[config.mk]
export PLATFORM = sky130hd
export DESIGN_NAME = alu_arbiter
export DESIGN_NICKNAME = d
export VERILOG_FILES = /design/src/rtl/alu_arbiter.sv
export SDC_FILE = /design/constraint.sdc
export NUM_CORES = 1
export LEC_CHECK = 0
export BUFFER_PORTS_ARGS = -buffer_cell sky130_fd_sc_hd__buf_2
export CORE_UTILIZATION = 49
export CTS_CLUSTER_SIZE = 14
export DETAILED_ROUTE_END_ITERATION = 10
export GPL_ROUTABILITY_DRIVEN = 0
export GPL_TIMING_DRIVEN = 0
export HOLD_SLACK_MARGIN = 0.05
export PLACE_DENSITY = 0.84
export SLEW_MARGIN = 20
export SYNTH_ARGS = -nofsm -noshare
export SYNTH_HDL_FRONTEND = slang
export SYNTH_SLANG_ARGS = --single-unit
[constraint.sdc]
create_clock -name clk -period 2.5 [get_ports clk]
set_input_delay 0 -clock clk [delete_from_list [all_inputs] [get_ports clk]]
set_output_delay 0 -clock clk [all_outputs]
set_load 0.01 [all_outputs]
[src/rtl/alu_arbiter.sv]
// alu_arbiter
// -----------------------------------------------------------------------------
// Shares one combinational ALU between two requesters. Each requester presents
// an operation on a valid/ready request channel. The granted operation is
// registered onto the ALU inputs, its result is captured one cycle later, and
// it is returned on that requester's valid/ready response channel.
// Arbitration is round-robin (FIXED_PRIO = 0) or req0-first (FIXED_PRIO = 1).
//
// Ports
//   clk, rst                 clock; synchronous active-high reset
//   reqN_valid / reqN_ready  request handshake for requester N (N = 0, 1)
//   reqN_select, reqN_in_c   ALU opcode and carry/invert input for requester N
//   reqN_x, reqN_y           operands for requester N
//   rspN_valid / rspN_ready  response handshake for requester N
//   rspN_s, rspN_c           captured ALU result and carry-out
//   rspN_zero, rspN_ovf      captured ALU zero and overflow flags
//   alu_select, alu_in_c     registered drive to the shared ALU
//   alu_in_x, alu_in_y       registered operands to the shared ALU
//   alu_out_s, alu_out_c     ALU result and carry-out
//   alu_zero, alu_overflow   ALU flags
// -----------------------------------------------------------------------------
module alu_arbiter #(
    parameter int WIDTH      = 4,
    parameter int FIXED_PRIO = 0
) (
    input  logic             clk,
    input  logic             rst,

    input  logic             req0_valid,
    output logic             req0_ready,
    input  logic [2:0]       req0_select,
    input  logic             req0_in_c,
    input  logic [WIDTH-1:0] req0_x,
    input  logic [WIDTH-1:0] req0_y,

    input  logic             req1_valid,
    output logic             req1_ready,
    input  logic [2:0]       req1_select,
    input  logic             req1_in_c,
    input  logic [WIDTH-1:0] req1_x,
    input  logic [WIDTH-1:0] req1_y,

    output logic             rsp0_valid,
    input  logic             rsp0_ready,
    output logic [WIDTH-1:0] rsp0_s,
    output logic             rsp0_c,
    output logic             rsp0_zero,
    output logic             rsp0_ovf,

    output logic             rsp1_valid,
    input  logic             rsp1_ready,
    output logic [WIDTH-1:0] rsp1_s,
    output logic             rsp1_c,
    output logic             rsp1_zero,
    output logic             rsp1_ovf,

    output logic [2:0]       alu_select,
    output logic             alu_in_c,
    output logic [WIDTH-1:0] alu_in_x,
    output logic [WIDTH-1:0] alu_in_y,
    input  logic [WIDTH-1:0] alu_out_s,
    input  logic             alu_out_c,
    input  logic             alu_zero,
    input  logic             alu_overflow
);

    typedef enum logic [1:0] {
        IDLE = 2'd0,
        EXEC = 2'd1,
        RESP = 2'd2
    } state_t;

    state_t state;
    state_t state_next;

    logic owner;     // requester whose operation is in flight
    logic rr_last;   // requester served most recently; the other wins a tie
    logic grant0;
    logic grant1;
    logic accept;
    logic rsp_fire;

    // Grants exist only in IDLE. Gating with rst keeps both ready low while
    // the block is being reset, so no handshake can appear to complete.
    always_comb begin : grant_logic
        // NOTE: every signal written here gets a default first, so no path
        // through the case statement can leave a latch behind.
        grant0 = 1'b0;
        grant1 = 1'b0;
        if (state == IDLE && !rst) begin
            case ({req1_valid, req0_valid})
                2'b01:   grant0 = 1'b1;
                2'b10:   grant1 = 1'b1;
                2'b11: begin
                    if (FIXED_PRIO != 0 || rr_last) grant0 = 1'b1;
                    else                            grant1 = 1'b1;
                end
                default: ;
            endcase
        end
    end

    assign req0_ready = grant0;
    assign req1_ready = grant1;

    // A grant is only ever given to a valid requester, so a grant is an accept.
    assign accept   = grant0 | grant1;
    // Only the owner's response-ready matters; the other channel is ignored.
    assign rsp_fire = (state == RESP) && (owner ? rsp1_ready : rsp0_ready);

    always_comb begin : next_state_logic
        state_next = state;
        case (state)
            IDLE:    if (accept)   state_next = EXEC;
            EXEC:                  state_next = RESP;
            RESP:    if (rsp_fire) state_next = IDLE;
            default:               state_next = IDLE;
        endcase
    end

    always_ff @(posedge clk) begin : state_reg
        // NOTE: sequential state uses non-blocking assignments so every
        // register samples the values that were present before the edge.
        if (rst) state <= IDLE;
        else     state <= state_next;
    end

    always_ff @(posedge clk) begin : datapath_reg
        if (rst) begin
            owner      <= 1'b0;
            rr_last    <= 1'b1;
            alu_select <= 3'd0;
            alu_in_c   <= 1'b0;
            alu_in_x   <= '0;
            alu_in_y   <= '0;
            rsp0_valid <= 1'b0;
            rsp0_s     <= '0;
            rsp0_c     <= 1'b0;
            rsp0_zero  <= 1'b0;
            rsp0_ovf   <= 1'b0;
            rsp1_valid <= 1'b0;
            rsp1_s     <= '0;
            rsp1_c     <= 1'b0;
            rsp1_zero  <= 1'b0;
            rsp1_ovf   <= 1'b0;
        end else begin
            // Operands are latched only on acceptance and then held, so the
            // ALU inputs stay at the last operation between requests.
            if (accept) begin
                owner      <= grant1;
                alu_select <= grant1 ? req1_select : req0_select;
                alu_in_c   <= grant1 ? req1_in_c   : req0_in_c;
                alu_in_x   <= grant1 ? req1_x      : req0_x;
                alu_in_y   <= grant1 ? req1_y      : req0_y;
            end

            // The ALU has had a full cycle of stable inputs by the EXEC edge.
            if (state == EXEC) begin
                if (owner) begin
                    rsp1_valid <= 1'b1;
                    rsp1_s     <= alu_out_s;
                    rsp1_c     <= alu_out_c;
                    rsp1_zero  <= alu_zero;
                    rsp1_ovf   <= alu_overflow;
                end else begin
                    rsp0_valid <= 1'b1;
                    rsp0_s     <= alu_out_s;
                    rsp0_c     <= alu_out_c;
                    rsp0_zero  <= alu_zero;
                    rsp0_ovf   <= alu_overflow;
                end
            end

            if (rsp_fire) begin
                rr_last <= owner;
                if (owner) rsp1_valid <= 1'b0;
                else       rsp0_valid <= 1'b0;
            end
        end
    end

endmodule

==> reports/results.txt <==
Tot Pwr -> 1.18 mW
Share of cells above drive strength 1 -> 0.337
Total number of vias -> 1,645
Drt initial violations -> 119
Final setup fails -> 0
Area leader, netlist -> dfxtp_1
Final Hold Vio Count -> 0
Synth top area share -> 0.449
CP arrival -> 2370 ps
Psw -> 0.363 mW
Synth Area per Inst -> 9.26 um2
Die Y -> 56.0 um
Ant diodes -> 0
H-tree depth -> 2
Peak Freq -> 0.479 GHz
Peak supply drop -> 0.515 mV
Clock power share -> 0.235
Antenna violations before repair -> 0
Worst-path clk slew -> 100 ps
Routed Antenna Nets -> 0
Number of synthesized flops with an enable pin -> 0
Distinct cells, synth -> 29
Initial Utilization -> 0.517
RSZ-0062 raised after global routing -> no
Crit. End Element -> flip-flop
Internal -> 0.818 mW
Startpoint Class -> flip-flop
Period minus WS final -> 2090 ps
Routed vias/inst -> 5.63
R2R depth -> 6
CP Launch Point -> state[1]
WL/cell -> 15.8 um
Sequential area share after synthesis -> 0.449
PD cells -> 540 nW/um2
Clk_lat worst skew -> 340 ps
Synth-to-Final Area Change -> 53.3%
Slew @ Worst Pin -> 526 ps
Number of global-route vias before repair -> 1,663
Layout Skew -> 6.44 ps
# clock sinks -> 32
CP max FO -> 10
Residual DRC count -> 0
#FFs+latches synth -> 32
IO Count -> 67
Synth top cells by count -> dfxtp_1 (32), a21oi_1 (17), nor2_1 (16), mux2i_1 (14), nand3_1 (13)
Critical Path RT -> 2780 ps
Die width -> 56.0 um
Final WL -> 4630 um
Worst Setup EP -> alu_select[0]
Net Sw Frac -> 0.308
First-pass GRT wire length -> 7530 um
Root Buffer -> clkbuf_4
Hold Crit Class -> input pin to flip-flop
Reg2reg start -> state[1]
Slew Viols, Final -> 0
Top cells by area, synth -> dfxtp_1 (45%), mux2i_1 (9.8%), a311oi_1 (6.1%)
Clock Tree Buf Depth -> 2
Syn_nets -> 191
Initial DRT Pass Iterations -> 4
Core area -> 2760 um2
Worst R2R Setup Slack -> 410 ps
Ys flop type -> dfxtp_1
# nets final -> 298
Slew Limit Headroom -> 0.649
GRT Util Overall -> 0.314
Largest net degree at the start of global routing -> 11
Status -> complete, no violations
Final period utilization -> 0.835
Setup TNS -> 0 ps
Yosys warnings -> 0
GRT Residual Overflow -> 0
Asr flop ratio synth -> 0
Sequential share of power -> 0.486
Setup bufs post-CTS -> 0
Cell Area, Synth -> 1430 um2
Die ar. -> 3130 um2
CTS tree -> yes
Number of placement rows -> 19
Crit Path Category -> flip-flop to flip-flop
Part of the power in combinational logic -> 0.279
# port buffers -> 65
Inserted Clock Buffers -> 5
Most numerous cell in the Yosys netlist -> dfxtp_1
Post-CTS sizing -> 0
Pleak -> 1.03 nW
Max-Cap Viols -> 0
Post-Syn Instances -> 154
DP HPWL -> 2490 um
Reg2reg end -> alu_select[0]
[power groups by stage]
stage	Combinational, mW	Clock, mW	Sequential (mW)
3_3_place_gp	0.255	0	0.584
6_report	0.329	0.278	0.574
4_1_cts	0.313	0.274	0.573
2_1_floorplan	0.149	0	0.597
5_1_grt	0.354	0.302	0.579
3_5_place_dp	0.257	0	0.585
[layer usage]
layer	vias to the layer above	share of wire	track usage
li1	779	-	-
met1	751	0.40	0.348
met2	95	0.50	0.558
met3	20	0.065	0.0837
met4	0	0.037	0.143
met5	-	0	0
[through the flow]
stage	instance area (um2)	hold slack, ps	setup slack [ps]	util	cells
final	2190	125	413	0.793	292
after global routing	2190	187	311	0.793	292
after CTS	2190	125	480	0.793	292
after detailed placement	1790	257	1050	0.649	250
after global placement	1790	245	1060	0.649	250
after floorplan	1430	113	1180	-	154
[worst min-delay path by stage]
stage                      start  depth (start not counted)  slack [ps]    endpoint
floorplan             req0_valid                          2         110  req0_ready
global placement    alu_out_s[0]                          3         250   rsp1_s[0]
detailed placement  alu_out_s[0]                          3         260   rsp1_s[0]
CTS                   req0_valid                          3         130       owner
global route          req0_valid                          3         190       owner
finish                req0_valid                          3         120       owner
[critical path, cell delays in order (launching register included)]
cell,delay (ps)
dfxtp_1,320
buf_6,130
nor3_4,330
buf_4,230
a21oi_1,110
a311oi_1,320
dlygate4sd3_1,590
[kinds of logic after synthesis]
kind of cell,count (synthesis),share of synthesized area
AND/OR/NAND/NOR,41,0.153
flip-flops,32,0.449
buffers and inverters,17,0.0711
multiplexers,14,0.0982
AO/OA/AOI/OAI,50,0.229
[cell usage in the layout (no fill, tap or decap), types with 2 or more instances in the layout]
| cell | Yosys | final |
|---|---|---|
| a211oi_1 | 2 | 2 |
| nor2_1 | 16 | 16 |
| buf_6 | 2 | 2 |
| nor3b_1 | 2 | 2 |
| buf_4 | 3 | 3 |
| clkbuf_1 | 3 | 4 |
| clkbuf_4 | 1 | 6 |
| mux2i_1 | 14 | 14 |
| a311oi_2 | 2 | 2 |
| nand3b_1 | 2 | 2 |
| buf_2 | 6 | 71 |
| nand3_1 | 13 | 13 |
| inv_1 | 2 | 2 |
| a21oi_1 | 17 | 17 |
| o21ai_1 | 7 | 7 |
| nand2b_1 | 2 | 2 |
| a311oi_1 | 10 | 10 |
| o21ai_0 | 8 | 8 |
| dfxtp_1 | 32 | 32 |
| dlygate4sd3_1 | 0 | 35 |
[final cells by class]
class | count | area [um2]
sequential | 32 | 641
clock buffer | 6 | 41.3
clock inverter | 1 | 5.00
buffer | 15 | 93.8
multi-input combinational | 105 | 684
timing repair buffer | 100 | 676
inverter | 2 | 7.51
fill | 189 | 571
tap | 31 | 38.8
[timing repair]
action                                  in CTS  in global routing
endpoints found under the setup margin       0                  0
hold buffers                                35                  0
hold endpoints to repair                    29                  0
Power figures use the tool's default switching activity.
